`config.mk`:
```
export PLATFORM = sky130hd
export DESIGN_NAME = lut_m_prog_flat
export DESIGN_NICKNAME = d
export VERILOG_FILES = /design/src/rtl/lut_m_prog_if.sv /design/src/rtl/lut_m_prog.sv /design/src/flat_wrapper.sv
export SDC_FILE = /design/constraint.sdc
export NUM_CORES = 1
export LEC_CHECK = 0
export ABC_AREA = 1
export BUFFER_PORTS_ARGS = -buffer_cell sky130_fd_sc_hd__buf_4
export CAP_MARGIN = 20
export CORE_ASPECT_RATIO = 1.5
export CORE_MARGIN = 5
export CORE_UTILIZATION = 40
export DETAILED_ROUTE_END_ITERATION = 10
export SLEW_MARGIN = 25
export SYNTH_ARGS = -nofsm -noshare
export SYNTH_HDL_FRONTEND = slang
export SYNTH_SLANG_ARGS = --single-unit
```
`constraint.sdc`:
```
create_clock -name CLK -period 2.25 [get_ports CLK]
set_input_delay 0.5625 -clock CLK [delete_from_list [all_inputs] [get_ports CLK]]
set_output_delay 0.5625 -clock CLK [all_outputs]
set_load 0.005 [all_outputs]
```
`src/rtl/lut_m_prog_if.sv`:
```
// Bus bundle for lut_m_prog: table write port and RD_CH lookup channels.
// The miss_cnt signal exists only when LUT_M_STATS_EN is defined.
interface lut_m_prog_if #(
    parameter int PTR_W = 8,
    parameter int ADR_W = 8,
    parameter int DEPTH = 8,
    parameter int RD_CH = 2
);
    localparam int IDX_W = $clog2(DEPTH);

    logic                   wr_en;
    logic [IDX_W-1:0]       wr_idx;
    logic [ADR_W-1:0]       wr_data;
    logic [RD_CH-1:0]       rd_req;
    logic [RD_CH*PTR_W-1:0] ptr;
    logic [RD_CH*ADR_W-1:0] dm_adr;
    logic [RD_CH-1:0]       rd_vld;
    logic [RD_CH-1:0]       hit;
    logic                   init_busy;
`ifdef LUT_M_STATS_EN
    logic [15:0]            miss_cnt;

    modport master (output wr_en, wr_idx, wr_data, rd_req, ptr,
                    input  dm_adr, rd_vld, hit, init_busy, miss_cnt);
    modport slave  (input  wr_en, wr_idx, wr_data, rd_req, ptr,
                    output dm_adr, rd_vld, hit, init_busy, miss_cnt);
`else
    modport master (output wr_en, wr_idx, wr_data, rd_req, ptr,
                    input  dm_adr, rd_vld, hit, init_busy);
    modport slave  (input  wr_en, wr_idx, wr_data, rd_req, ptr,
                    output dm_adr, rd_vld, hit, init_busy);
`endif
endinterface

```
`src/rtl/lut_m_prog.sv`:
```
// Programmable multi-channel pointer -> data-memory address lookup table.
// Optional saturating miss counter enabled by defining LUT_M_STATS_EN.
module lut_m_prog #(
    parameter int PTR_W = 8,
    parameter int ADR_W = 8,
    parameter int DEPTH = 8,
    parameter int RD_CH = 2
) (
    input  logic         CLK,
    input  logic         Reset_n,
    lut_m_prog_if.slave  bus,
    output logic         o_dbg_state
);
    localparam int IDX_W = $clog2(DEPTH);
    localparam logic [PTR_W:0] DEPTH_P = (PTR_W+1)'(DEPTH);
    localparam logic [IDX_W:0] DEPTH_I = (IDX_W+1)'(DEPTH);

    typedef enum logic {ST_INIT = 1'b0, ST_RUN = 1'b1} state_t;

    state_t                 r_state;
    logic [IDX_W-1:0]       r_fill_idx;
    logic                   r_init_busy;
    logic [ADR_W-1:0]       r_table [DEPTH];
    logic [RD_CH-1:0]       r_rd_vld;
    logic [RD_CH-1:0]       r_hit;
    logic [RD_CH*ADR_W-1:0] r_dm_adr;

    logic                   w_run;
    logic [ADR_W-1:0]       w_fill_val;
    logic [RD_CH-1:0]       w_hit;
    logic [RD_CH*ADR_W-1:0] w_res;

    assign w_run      = (r_state == ST_RUN);
    assign w_fill_val = ADR_W'(32'(r_fill_idx) + 32'd1);

    // Lookup protocol: a channel request is accepted in any RUN cycle with
    // rd_req[c]=1 (no back-pressure); rd_vld[c] pulses for exactly one cycle
    // on the following cycle with dm_adr/hit, which otherwise hold.
    genvar c;
    for (c = 0; c < RD_CH; c++) begin : g_ch
        logic [PTR_W-1:0] w_ptr;
        logic [IDX_W-1:0] w_idx;
        logic             w_in;
        logic             w_byp;

        assign w_ptr = bus.ptr[c*PTR_W +: PTR_W];
        assign w_idx = w_ptr[IDX_W-1:0];
        assign w_in  = ({1'b0, w_ptr} < DEPTH_P);
        // Write-first: a same-cycle write to the looked-up entry is forwarded.
        assign w_byp = bus.wr_en && w_run && (bus.wr_idx == w_idx);
        assign w_hit[c] = w_in;
        assign w_res[c*ADR_W +: ADR_W] = !w_in ? ADR_W'(w_ptr) :
                                         w_byp ? bus.wr_data : r_table[w_idx];
    end

    always_ff @(posedge CLK) begin
        if (!w_run) begin
            r_table[r_fill_idx] <= w_fill_val;
        end else if (bus.wr_en && ({1'b0, bus.wr_idx} < DEPTH_I)) begin
            r_table[bus.wr_idx] <= bus.wr_data;
        end
    end

    always_ff @(posedge CLK or negedge Reset_n) begin
        if (!Reset_n) begin
            r_state     <= ST_INIT;
            r_fill_idx  <= '0;
            r_init_busy <= 1'b1;
            r_rd_vld    <= '0;
            r_hit       <= '0;
            r_dm_adr    <= '0;
        end else begin
            case (r_state)
                ST_INIT: begin
                    r_rd_vld   <= '0;
                    r_fill_idx <= r_fill_idx + 1'b1;
                    if (r_fill_idx == IDX_W'(DEPTH-1)) begin
                        r_state     <= ST_RUN;
                        r_init_busy <= 1'b0;
                    end
                end
                ST_RUN: begin
                    r_rd_vld <= bus.rd_req;
                    for (int i = 0; i < RD_CH; i++) begin
                        if (bus.rd_req[i]) begin
                            r_dm_adr[i*ADR_W +: ADR_W] <= w_res[i*ADR_W +: ADR_W];
                            r_hit[i]                   <= w_hit[i];
                        end
                    end
                end
                default: r_state <= ST_INIT;
            endcase
        end
    end

`ifdef LUT_M_STATS_EN
    logic [15:0] r_miss_cnt;
    logic [16:0] w_miss_sum;

    always_comb begin
        w_miss_sum = {1'b0, r_miss_cnt};
        for (int i = 0; i < RD_CH; i++) begin
            if (bus.rd_req[i] && !w_hit[i]) w_miss_sum = w_miss_sum + 17'd1;
        end
    end

    always_ff @(posedge CLK or negedge Reset_n) begin
        if (!Reset_n) begin
            r_miss_cnt <= '0;
        end else if (w_run) begin
            r_miss_cnt <= w_miss_sum[16] ? 16'hFFFF : w_miss_sum[15:0];
        end
    end

    assign bus.miss_cnt = r_miss_cnt;
`endif

    assign bus.dm_adr    = r_dm_adr;
    assign bus.rd_vld    = r_rd_vld;
    assign bus.hit       = r_hit;
    assign bus.init_busy = r_init_busy;
    assign o_dbg_state   = r_state;
endmodule
```
`src/flat_wrapper.sv`:
```
// flat-port wrapper written by rule: the top's interface ports become plain ports
module lut_m_prog_flat 
#(
    parameter int PTR_W = 8,
    parameter int ADR_W = 8,
    parameter int DEPTH = 8,
    parameter int RD_CH = 2
)
  (CLK, Reset_n, o_dbg_state, bus_wr_en, bus_wr_idx, bus_wr_data, bus_rd_req, bus_ptr, bus_dm_adr, bus_rd_vld, bus_hit, bus_init_busy);
  lut_m_prog_if #(.PTR_W(PTR_W), .ADR_W(ADR_W), .DEPTH(DEPTH), .RD_CH(RD_CH)) bus_i ();
  input  logic CLK;
  input  logic Reset_n;
  output logic o_dbg_state;
  input wire logic [$bits(bus_i.wr_en)-1:0] bus_wr_en;
  input wire logic [$bits(bus_i.wr_idx)-1:0] bus_wr_idx;
  input wire logic [$bits(bus_i.wr_data)-1:0] bus_wr_data;
  input wire logic [$bits(bus_i.rd_req)-1:0] bus_rd_req;
  input wire logic [$bits(bus_i.ptr)-1:0] bus_ptr;
  output wire logic [$bits(bus_i.dm_adr)-1:0] bus_dm_adr;
  output wire logic [$bits(bus_i.rd_vld)-1:0] bus_rd_vld;
  output wire logic [$bits(bus_i.hit)-1:0] bus_hit;
  output wire logic [$bits(bus_i.init_busy)-1:0] bus_init_busy;
  assign bus_i.wr_en = bus_wr_en;
  assign bus_i.wr_idx = bus_wr_idx;
  assign bus_i.wr_data = bus_wr_data;
  assign bus_i.rd_req = bus_rd_req;
  assign bus_i.ptr = bus_ptr;
  assign bus_dm_adr = bus_i.dm_adr;
  assign bus_rd_vld = bus_i.rd_vld;
  assign bus_hit = bus_i.hit;
  assign bus_init_busy = bus_i.init_busy;
  lut_m_prog #(.PTR_W(PTR_W), .ADR_W(ADR_W), .DEPTH(DEPTH), .RD_CH(RD_CH)) u_core (.CLK(CLK), .Reset_n(Reset_n), .bus(bus_i), .o_dbg_state(o_dbg_state));
endmodule
```
-- After elaboration in Yosys (flattened, before gate mapping)
Memory sizes are Yosys's and may differ from the RTL's.
Index checks and enable logic that the tools add are counted.
- flip-flop bits (word level): 25
- RAM bits: 64
- memories: 1
- $add $sub $neg: 2
- $lt $le $gt $ge: 2
- equality and inequality tests: 3
- mux-type cells: 14
- bitwise gates (word level): 1
- reductions and logical operators: 7
- memories (memory ; words ; width ; rd ports ; clocked after memory_dff ; wr ports ; RTL line ; source):
    u_core.r_table ; 8 ; 8 ; 2 ; 0 ; 1 ; lut_m_prog.sv:23 ; logic [ADR_W-1:0] r_table [DEPTH];
- operators by type and width (operator ; number):
    2-to-1 mux 8 bit ; 5
    < comparator 8 x 4 -> 1 bit (second input constant) ; 2
    OR reduction 8 bit ; 1
    2-to-1 mux 1 bit ; 7
    equality test 3 bit ; 2
    AND reduction 2 bit ; 3
    adder 3 x 1 -> 4 bit (second input constant) ; 1
    case mux 2 bit (2 select lines) ; 1
    adder 3 x 1 -> 3 bit (second input constant) ; 1
    equality test 3 bit (second input constant) ; 1
    logical AND 1 bit ; 3
    2-to-1 mux 3 bit ; 1
    NOT 1 bit ; 1

-- Depth between registers and ports, before layout
- depth in word-level cells: 5
- depth in mapped cells: 11

-- Worst setup path before layout
OpenSTA, ideal clock, no wires.
- path kind: input to register
- start point: in bus_wr_en
- end point: mem u_core.r_table[0][0] (enable)
- library setup time: 0.370 ns
- data arrival time: 1.371 ns
- required time: 1.880 ns
- path slack: 0.508 ns
- stages on the path: 7
- buffers on the path: 0
- path through: nand2_4 clkinv_2 nand2_1 nand2_1 inv_1 nand2_1 nor2_1
- word-level cells in the longest chain between the ends: 5
- elaborated cells between the ends (all ways): 6
- ends and longest elaborated chain (element ; RTL line ; source):
    from (decl) ; flat_wrapper.sv:14 ; input wire logic [$bits(bus_i.wr_en)-1:0] bus_wr_en;
    2-to-1 mux 1 bit (*) ; lut_m_prog.sv:59 ; end else if (bus.wr_en && ({1'b0, bus.wr_idx} < DEPTH_I)) begin
    2-to-1 mux 1 bit (*) ; lut_m_prog.sv:57 ; if (!w_run) begin
    2-to-1 mux 1 bit (not written as such) (*) ; lut_m_prog.sv:60 ; r_table[bus.wr_idx] <= bus.wr_data;
    OR reduction 8 bit (no source line) ; -- ;
    2-to-1 mux 3 bit (no source line) or 2-to-1 mux 1 bit (tied branches) ; -- ;
    to (decl) ; lut_m_prog.sv:23 ;
Mark *: on every way between the ends. The rest lies on a longest branch, timed or not.

-- Worst setup path in the final report
- start point: reg u_core.r_state (netlist: u_core.o_dbg_state)
- end point: mem u_core.r_table[3][6] (enable)
- word-level cells in the longest chain between the ends: 4
- elaborated cells between the ends (all ways): 6
- ends and longest elaborated chain (element ; RTL line ; source):
    from (decl) ; lut_m_prog.sv:20 ; state_t r_state;
    from (signal assigned) ; lut_m_prog.sv:66 ; r_state <= ST_INIT;
    from (signal assigned) ; lut_m_prog.sv:78 ; r_state <= ST_RUN;
    from (signal assigned) ; lut_m_prog.sv:91 ; default: r_state <= ST_INIT;
    2-to-1 mux 1 bit ; lut_m_prog.sv:57 ;
    2-to-1 mux 1 bit (not written as such) ; lut_m_prog.sv:60 ;
    OR reduction 8 bit (no source line) ; -- ;
    2-to-1 mux 3 bit (no source line) or 2-to-1 mux 1 bit (tied branches) ; -- ;
Parallel ways exist; a longest one is shown, timed or not.

==> metrics.md <==
| Metric | Value |
|---|---|
| Synth Net Count | `601` |
| DR top layer | `met4` |
| GRT Residual Overflow | `0` |
| Vias in the first global route | `between 4000 and 5000` |
| CTS Root Cell | `clkbuf_16` |
| CP startpoint kind | `flip-flop` |
| Synth unique cells | `32` |
| Critical path required time | `2.30 ns` |
| Clk_lat worst skew | `0.35 ns` |
| Setup_tns | `0 ns` |
| First-pass GRT wire length | `about 23000 um` |
| IO Count | `54` |
| Largest net degree at the start of global routing | `35` |
| Sequential share of the synthesized area | `53.02%` |
| Fin crit share | `between 80% and 90%` |
| Top-area cell type share of the netlist area | `between 30% and 40%` |
| P_leak | `0.002561 uW` |
| Post-CTS Resized | `0` |
| Detail Route Antenna Nets | `0` |
| EDFF count, synth | `64` |
| Layout cell share with drive strength beyond 1 | `between 10% and 20%` |
| Cell taking the most area after synthesis | `edfxtp_1` |
| Gate Count Post-Synth | `~570` |
| Die Height | `144.3 um` |
| Relative slew margins | `53.95%` |
| Wire length on met1 | `between 5000 and 6000 um` |
| PD cells | `674.4 nW/um2` |
| Most common cell after layout, fill and taps aside | `nand2_1` |
| Clock power share | `37.9%` |
| Post-route DRC | `0` |
| # diodes | `0` |
| Worst Hold Class | `input port to async pin` |
| Slew Limit Fails | `0` |
| VDD IR max | `0.3900 mV` |
| Num CTS Buffers | `9` |
| Core Footprint | `11890 um2` |
| CTS tree | `built` |
| Syn Area/Cell | `8.478 um2` |
| Max-cap violations | `0` |
| Post-layout util | `47.65%` |
| Vias per cell | `between 5 and 6` |
| Gate power share | `14.0%` |
| 1st-pass router iterations | `6` |
| Fin Hold WS | `roughly 0.11 ns` |
| Design Area, Final | `5668 um2` |
| Main area contributors after synthesis | `edfxtp_1, nand2_1, dfrtp_1` |
| CTS hold repair buffers | `0` |
| Layout net count | `659` |
| Critical Path AT | `1.94 ns` |
| Die Area | `approximately 14000 um2` |
| Layout fillers | `around 1200` |
| RePlAce Congestion | `0.9120` |
| Area growth syn-to-layout | `17.91%` |
| CTS sink count | `89` |
| GR Util All Layers | `a little over a fifth` |
| Placed Instance Area | `~5400 um2` |
| Net switching power | `a little under 1000 uW` |
| Port Buf Inserts | `53` |
| Int Power | `2862 uW` |
| Synth async-reset ratio | `28.09%` |
| Status | `complete, no violations` |
| Clk slew on worst S/H paths | `about 0.060 ns` |
| Maximum fanout along the worst path | `9` |
| Fin worst setup slack | `~0.36 ns` |
| Die width | `around 100 um` |
| Unrepaired setup endpoints after global routing | `no` |
| Mapped Area | `4807 um2` |
| Yosys reg bits | `89` |
| Worst setup EP type | `flip-flop` |
| Met3 routed WL | `around 830 um` |
| H-Tree Level Count | `3` |
| Drt total wl | `15240 um` |
| Commonest non-fill, non-tap cells in the layout | `nand2_1, nand3_1, buf_4, edfxtp_1, inv_1` |
| Rows | `49` |
| Worst slack, placed | `approximately 0.21 ns` |
| DR WL/cell | `19.48 um` |
| Ys Warns | `0` |
| # setup viols final | `0` |
| Crit Path Class | `flip-flop to flip-flop` |
| Seq pwr share | `48.1%` |
| Slew @ Worst Pin | `around 0.69 ns` |
| Dpl hpwl | `between 10000 and 15000 um` |
| Initial antenna violation count | `0` |
| Hold Fails Final Rpt | `0` |
| Ys flop type | `edfxtp_1` |
| Vias | `between 4000 and 5000` |
| Post-CTS Setup Inserts | `0` |
| Fin crit period | `1.886 ns` |
| CTS Buffer Depth | `2` |
| WL met2 | `7719 um` |
| Sw frac | `25.14%` |
| Iteration-0 DRC Markers | `approximately 330` |
| Post-route clock skew | `0.007738 ns` |
| Fmax | `0.5301 GHz` |
| Initial Util | `about two fifths` |
cells in the mapped netlist (all sizes together) (2+ instances only):
master / n
buf: 25
edfxtp: 64
ha: 2
o211ai: 6
inv: 46
clkbuf: 3
nand2: 196
a21oi: 14
nor2: 41
o21ai: 18
nand3: 118
dfrtp: 24
worst max-delay path, cell delays in order, from the launching register on:
cell and delay [ns]:
dfrtp_1 0.45, nand2_4 0.12, buf_4 0.17, o21ai_0 0.39, nand2_1 0.13, nor2_1 0.14
buf_4 0.19
path summary, 6_finish.rpt:
| check | from | depth (start not counted) | end | slack (ns) |
|---|---|---|---|---|
| worst max-delay path | u_core.o_dbg_state | 6 | u_core.r_table[3][6] | 0.36 |
| worst min-delay path | Reset_n | 1 | u_core.o_dbg_state | 0.11 |
| worst max register to register | u_core.o_dbg_state | 6 | u_core.r_table[3][6] | 0.36 |
| worst min register to register | u_core.bus.init_busy | 1 | u_core.bus.init_busy | 0.48 |
| max in group asynchronous | Reset_n | 1 | u_core.bus.init_busy | 1.86 |
| min in group CLK | bus_ptr[14] | 3 | u_core.bus.dm_adr[14] | 0.45 |
registers in the layout, summed over array words and instances, names as in the netlist:
name,cells
u_core.bus.rd_vld,2
u_core.r_fill_idx,3
u_core.bus.dm_adr,16
u_core.r_table,64
u_core.bus.init_busy,1
u_core.o_dbg_state,1
u_core.bus.hit,2
power groups by stage:
stage                     combinational [uW]  clock, uW  sequential [uW]
after floorplan                          297          0             1870
after global placement                   531          0             1870
after detailed placement                 533          0             1870
after CTS                                535       1470             1840
after global routing                     583       1540             1840
final                                    535       1450             1840
cell type report:
cell class / instances / area, um2 / share of cell area, %
flip-flops and latches: 89 / 2549 / 44.97
multi-input cells: 403 / 1903 / 33.58
repair buffers: 75 / 563.0 / 9.934
clock buffers: 12 / 236.5 / 4.172
well taps: 153 / 191.4 / 3.377
inverters: 47 / 182.7 / 3.223
clock inverters: 3 / 42.54 / 0.7506
logic make-up (layout without fill, tap and decap cells):
group / after synthesis / after routing / share of synthesized area, %
simple gates: 357 / 357 / 33.32
flops: 89 / 89 / 53.02
xor+xnor: 1 / 1 / 0.1822
compound gates: 42 / 42 / 5.362
mux: 1 / 1 / 0.2082
buf+inv: 75 / 137 / 7.392
fa+ha+maj: 2 / 2 / 0.5205
stage by stage:
| stage | cells | power, uW |
|---|---|---|
| 4_1_cts | 782 | 3847 |
| 3_3_place_gp | 767 | 2403 |
| 5_1_grt | 782 | 3966 |
| 3_5_place_dp | 767 | 2407 |
| 2_1_floorplan | 567 | 2168 |
| 6_report | 782 | 3822 |
metal layers:
layer	up-vias	track usage, %
li1	1992	-
met1	1975	24.97
met2	188	38.42
met3	55	3.475
met4	0	13.38
met5	-	0
No activity file was read; power rests on OpenSTA's default activity.
